## config.mk

```make
export PLATFORM = sky130hd
export DESIGN_NAME = axis_pkt_rr_arbiter
export DESIGN_NICKNAME = d
export VERILOG_FILES = /design/src/rtl/axis_pkt_rr_arbiter.sv
export SDC_FILE = /design/constraint.sdc
export NUM_CORES = 1
export LEC_CHECK = 0
export CORE_AREA = 2 2 150 152
export CTS_CLUSTER_SIZE = 10
export DETAILED_ROUTE_END_ITERATION = 8
export DIE_AREA = 0 0 152 154
export PLACE_DENSITY = 0.7
export REMOVE_ABC_BUFFERS = 1
export SLEW_MARGIN = 20
export SYNTH_ARGS = -nofsm -noshare
export SYNTH_HDL_FRONTEND = slang
export SYNTH_SLANG_ARGS = --single-unit
```

## constraint.sdc

```tcl
create_clock -name clk -period 3.1 [get_ports clk]
set_input_delay 0.93 -clock clk [delete_from_list [all_inputs] [get_ports clk]]
set_output_delay 0.93 -clock clk [all_outputs]
set_load 0.03 [all_outputs]
```

## src/rtl/axis_pkt_rr_arbiter.sv

```systemverilog
// Packet-atomic round-robin arbiter: NUM_IN AXI-stream sources share one registered output.
// Once an input is granted, it keeps the grant until its LAST beat is accepted, so frames never interleave.
module axis_pkt_rr_arbiter #(
  parameter int NUM_IN        = 4,
  parameter int DATA_W        = 64,
  parameter int STALL_TIMEOUT = 1024,
  localparam int KEEP_W       = DATA_W / 8,
  localparam int GRANT_W      = (NUM_IN > 1) ? $clog2(NUM_IN) : 1
) (
  input  logic                       clk,
  input  logic                       resetn,
  input  logic [NUM_IN*DATA_W-1:0]   in_data,
  input  logic [NUM_IN*KEEP_W-1:0]   in_keep,
  input  logic [NUM_IN-1:0]          in_last,
  input  logic [NUM_IN-1:0]          in_valid,
  output logic [NUM_IN-1:0]          in_ready,
  output logic [DATA_W-1:0]          out_data,
  output logic [KEEP_W-1:0]          out_keep,
  output logic                       out_last,
  output logic                       out_valid,
  input  logic                       out_ready,
  output logic [GRANT_W-1:0]         grant_id,
  output logic                       busy,
  output logic                       err_stall
);

  localparam int CNT_W = $clog2(STALL_TIMEOUT + 1);

  typedef enum logic [0:0] {ST_IDLE = 1'b0, ST_XFER = 1'b1} state_e;

  state_e              state_q, state_d;
  logic [GRANT_W-1:0]  grant_q, grant_d;
  logic [DATA_W-1:0]   odata_q, odata_d;
  logic [KEEP_W-1:0]   okeep_q, okeep_d;
  logic                olast_q, olast_d;
  logic                ovalid_q, ovalid_d;
  logic [CNT_W-1:0]    stall_cnt_q, stall_cnt_d;
  logic                err_q, err_d;

  logic                load_ok_s;
  logic                accept_s;
  logic                sel_valid_s;
  logic                sel_last_s;
  logic [DATA_W-1:0]   sel_data_s;
  logic [KEEP_W-1:0]   sel_keep_s;
  logic [NUM_IN-1:0]   in_ready_s;
  logic                arb_found_s;
  logic [GRANT_W-1:0]  arb_idx_s;
  logic [GRANT_W-1:0]  cand_s;

  // Mux the currently granted input onto the select signals.
  always_comb begin
    sel_valid_s = in_valid[grant_q];
    sel_last_s  = in_last[grant_q];
    sel_data_s  = in_data[grant_q*DATA_W +: DATA_W];
    sel_keep_s  = in_keep[grant_q*KEEP_W +: KEEP_W];
  end

  // Round-robin search starting one past the last grant.
  always_comb begin
    arb_found_s = 1'b0;
    arb_idx_s   = grant_q;
    cand_s      = grant_q;
    for (int k = 1; k <= NUM_IN; k++) begin
      cand_s = GRANT_W'((int'(grant_q) + k) % NUM_IN);
      if (!arb_found_s && in_valid[cand_s]) begin
        arb_found_s = 1'b1;
        arb_idx_s   = cand_s;
      end else begin
        arb_found_s = arb_found_s;
      end
    end
  end

  // Next-state, handshake and output-stage logic.
  always_comb begin
    state_d     = state_q;
    grant_d     = grant_q;
    odata_d     = odata_q;
    okeep_d     = okeep_q;
    olast_d     = olast_q;
    ovalid_d    = ovalid_q;
    stall_cnt_d = stall_cnt_q;
    err_d       = err_q;
    in_ready_s  = '0;
    accept_s    = 1'b0;
    load_ok_s   = !ovalid_q || out_ready;

    case (state_q)
      ST_IDLE: begin
        stall_cnt_d = '0;
        if (arb_found_s) begin
          grant_d = arb_idx_s;
          state_d = ST_XFER;
        end else begin
          state_d = ST_IDLE;
        end
      end
      ST_XFER: begin
        in_ready_s[grant_q] = load_ok_s;
        accept_s            = sel_valid_s && load_ok_s;
        if (accept_s) begin
          stall_cnt_d = '0;
          state_d     = sel_last_s ? ST_IDLE : ST_XFER;
        end else if (!sel_valid_s) begin
          // Counter saturates at the threshold; the error flag is sticky.
          if (stall_cnt_q == CNT_W'(STALL_TIMEOUT - 1)) begin
            err_d = 1'b1;
          end else begin
            stall_cnt_d = stall_cnt_q + CNT_W'(1);
          end
        end else begin
          stall_cnt_d = stall_cnt_q;
        end
      end
      default: begin
        state_d = ST_IDLE;
      end
    endcase

    if (accept_s) begin
      odata_d  = sel_data_s;
      okeep_d  = sel_keep_s;
      olast_d  = sel_last_s;
      ovalid_d = 1'b1;
    end else if (out_ready) begin
      ovalid_d = 1'b0;
    end else begin
      ovalid_d = ovalid_q;
    end
  end

  // State and output registers.
  always_ff @(posedge clk or negedge resetn) begin
    if (!resetn) begin
      state_q     <= ST_IDLE;
      grant_q     <= GRANT_W'(NUM_IN - 1);
      odata_q     <= '0;
      okeep_q     <= '0;
      olast_q     <= 1'b0;
      ovalid_q    <= 1'b0;
      stall_cnt_q <= '0;
      err_q       <= 1'b0;
    end else begin
      state_q     <= state_d;
      grant_q     <= grant_d;
      odata_q     <= odata_d;
      okeep_q     <= okeep_d;
      olast_q     <= olast_d;
      ovalid_q    <= ovalid_d;
      stall_cnt_q <= stall_cnt_d;
      err_q       <= err_d;
    end
  end

  assign in_ready  = in_ready_s;
  assign out_data  = odata_q;
  assign out_keep  = okeep_q;
  assign out_last  = olast_q;
  assign out_valid = ovalid_q;
  assign grant_id  = grant_q;
  assign busy      = (state_q == ST_XFER);
  assign err_stall = err_q;

endmodule

```

==> impl_metrics.yaml <==
clocking:
  postCtsHoldBufs: 0
  cts-resized-gates: 0
  cts_root_buffer: "clkbuf_16"
  cts_sinks: 89
  cts_setup_buffers: 0
  clockBufferDepth: 2
  cts_tree: "yes"
  cts_buffers: 9
  htree_levels: 3
  cts.reportedPaths.clkPinSlew_ps: 70
  clock_latency_ps: 340
detailed_routing:
  remaining_drc_errors: 0
  avgRoutedWirePerCell_um: 19.1
  drt_iter0_markers: 227
  vias: 4742
  route.met3.wl_mm: 1.53
  wl_met1_mm: 7.25
  antenna_left: 0
  highest_layer: "met5"
  drtPass1Iterations: 4
  viasPerCell: 4.70
  met2WireLength_mm: 9.96
  drt_wl_total_mm: 19.2
sta:
  finalHoldViolCount: 0
  drv_slew: 0
  fin_crit_sh: 0.931
  relSlewSlack: 0.575
  setup_ws_ps: 215
  timing.hold.ws_ps: 491
  max_clock_freq_mhz: 347
  rsz0062_at_grt: "no"
  tightest_slew_ps: 638
  period_minus_slack_ps: 2890
  setup_violations: 0
  fin_setup_tns_ps: 0
  finClkSkew_ps: 7.28
pwr:
  ir_drop_mv: 0.417
  p_leak_nw: 3.80
  p_int_w: 0.00551
  p_per_area_mw_per_mm2: 913
  clkPwrFrac: 0.134
  seqPwrFrac: 0.224
  swShare: 0.392
  combPwrFrac: 0.642
  total_power_w: 0.00906
  p_switching_w: 0.00356
run:
  drv_cap: 0
synth:
  synth_common_cells: "dfrtp_1, mux4_2, mux2_2, clkbuf_1"
  synth_top_area_cell: "dfrtp_1"
  ys_seq_elements: 89
  synth_most_common_cell: "dfrtp_1"
  ys.flop_type: "dfrtp_1"
  synth.distinct_cells: 30
  synth_top_area_frac: 0.401
  synth.area.top_cells: "dfrtp_1, mux4_2, mux2_2, clkbuf_1, ha_1"
  ys_seq_area_frac: 0.411
  syn-cell-area_sq_mm: 0.00543
  ys_warn_count: 0
  synthArstFlopShare: 1.00
  syn_avg_cell_area_sq_um: 15.5
  synth_edf_count: 0
  synth_cells: 351
layout:
  fillCellCount: 1990
  nets: 1027
  drive_gt1_frac: 0.255
  fin_cells: 1008
  area_growth_pct: 82.8
  antennaDiodeCount: 0
global_route:
  antenna_found_initial: 2
  grt_pass1_wl_mm: 29.6
  overflow: 0
  grt_pass1_vias: 5156
  grt_max_degree: 49
  grt_usage: 0.163
worst_setup_path:
  path_delay_family: "flip-flops"
  path_cells: "buf_4 -> ha_1 -> and3_1 -> buf_4"
  cpPeakStageDelay_ps: 660
  crit_type: "reg -> out"
  worstPathRequired_ps: 2170
  cp_max_fo: 35
  critPathLaunchType: "flop"
  crit_slowest_cell: "dfstp_4"
  arrival_ps: 1960
  path_buf_inv: 2
  endpoint_kind: "primary output"
  r2r_slack_ps: 670
  crit_top_cell: "buf_4"
min_path:
  min_path_type: "reg -> reg"
floorplanning:
  die-area_sq_mm: 0.0234
  ios: 381
  coreArea_sq_mm: 0.0217
  die_h_um: 154
  rows: 54
  floorplan.initialDensity: 0.250
  die_x_um: 152
place:
  place_ws_ps: 77.9
  dp_cells: 992
  dpl.hpwl_mm: 15.9
  gp_congestion: 0.785
  place.port_buffers: 380
status:
  outcome: "completed"
[layer usage]
layer / vias to the layer above / GRT usage
li1: 2151 / -
met4: 4 / 0.0592
met5: - / 0
met1: 2345 / 0.184
met2: 214 / 0.288
met3: 28 / 0.0541
[final cells by class]
class	count	area (sq um)	area share
Tap cell	280	350	0.0353
Clock buffer	11	253	0.0255
Timing Repair Buffer	390	3910	0.394
Clock inverter	5	86.3	0.00870
Multi-Input combinational cell	227	3060	0.308
Inverter	6	22.5	0.00227
Sequential cell	89	2240	0.225
[cells by family (layout without fill, tap and decap cells)]
group	count (synthesis)	after routing	synth area share
mux	153	153	0.477
simple gates	39	39	0.0385
compound gates	27	27	0.0297
buf+inv	35	412	0.0279
xor+xnor	3	3	0.00484
flops	89	89	0.411
fa+ha+maj	5	5	0.0115
[final timing paths]
kind	cells past startpoint	start	end
min in group asynchronous	1	resetn	out_data[43]$_DFFE_PN0P_
max	4	grant_id[1]$_DFFE_PN1P_	in_ready[2]
min	1	out_last$_DFFE_PN0P_	out_last$_DFFE_PN0P_
max reg2reg	6	grant_id[0]$_DFFE_PN1P_	busy$_DFF_PN0_
min reg2reg	1	out_last$_DFFE_PN0P_	out_last$_DFFE_PN0P_
max in group asynchronous	2	resetn	grant_id[0]$_DFFE_PN1P_
[state kept, by name, summed over array words and instances (netlist names)]
name / count
out_last: 1
grant_id: 2
busy: 1
out_valid: 1
out_data: 64
out_keep: 8
err_stall: 1
stall_cnt_q: 11
[stage by stage]
stage	utilization	area, sq um
2_1_floorplan	-	5300
3_3_place_gp	0.442	9580
3_5_place_dp	0.442	9580
4_1_cts	0.457	9920
5_1_grt	0.457	9920
6_report	0.457	9920
[placed cells by master (no fill, tap or decap), types with 2 or more instances in the layout]
cell and n:
clkdlybuf4s50_1 374, buf_12 4, mux2i_1 2, ha_1 5
a311o_1 2, inv_1 6, mux2_2 74, or3_1 8
and4_1 2, and3_1 5, clkbuf_16 9, xnor2_1 3
nor2_1 6, mux4_2 77, nand3_1 3, a31oi_1 2
buf_4 12, dfrtp_1 87, nor3_1 2, o21ai_0 9
bufinv_16 2, dfstp_4 2, a21oi_1 10, nor2b_1 3
clkinv_4 2, nand2_1 7, clkbuf_8 2
[worst reg2reg max path: stages (launching register included)]
cell and delay, ps:
dfstp_4 680, inv_1 80, ha_1 400, mux4_2 560, or3_1 390, nor3_1 150, nor2_1 60
[power by group through the flow]
| stage | Sequential [W] | Clock (W) | Combinational (W) |
|---|---|---|---|
| floorplan | 0.00340 | 0 | 0.00236 |
| global placement | 0.00203 | 0 | 0.00587 |
| detailed placement | 0.00205 | 0 | 0.00592 |
| CTS | 0.00204 | 0.00126 | 0.00593 |
| global route | 0.00210 | 0.00131 | 0.00618 |
| finish | 0.00203 | 0.00122 | 0.00582 |
Note: power is estimated with default switching activity, not from simulation.
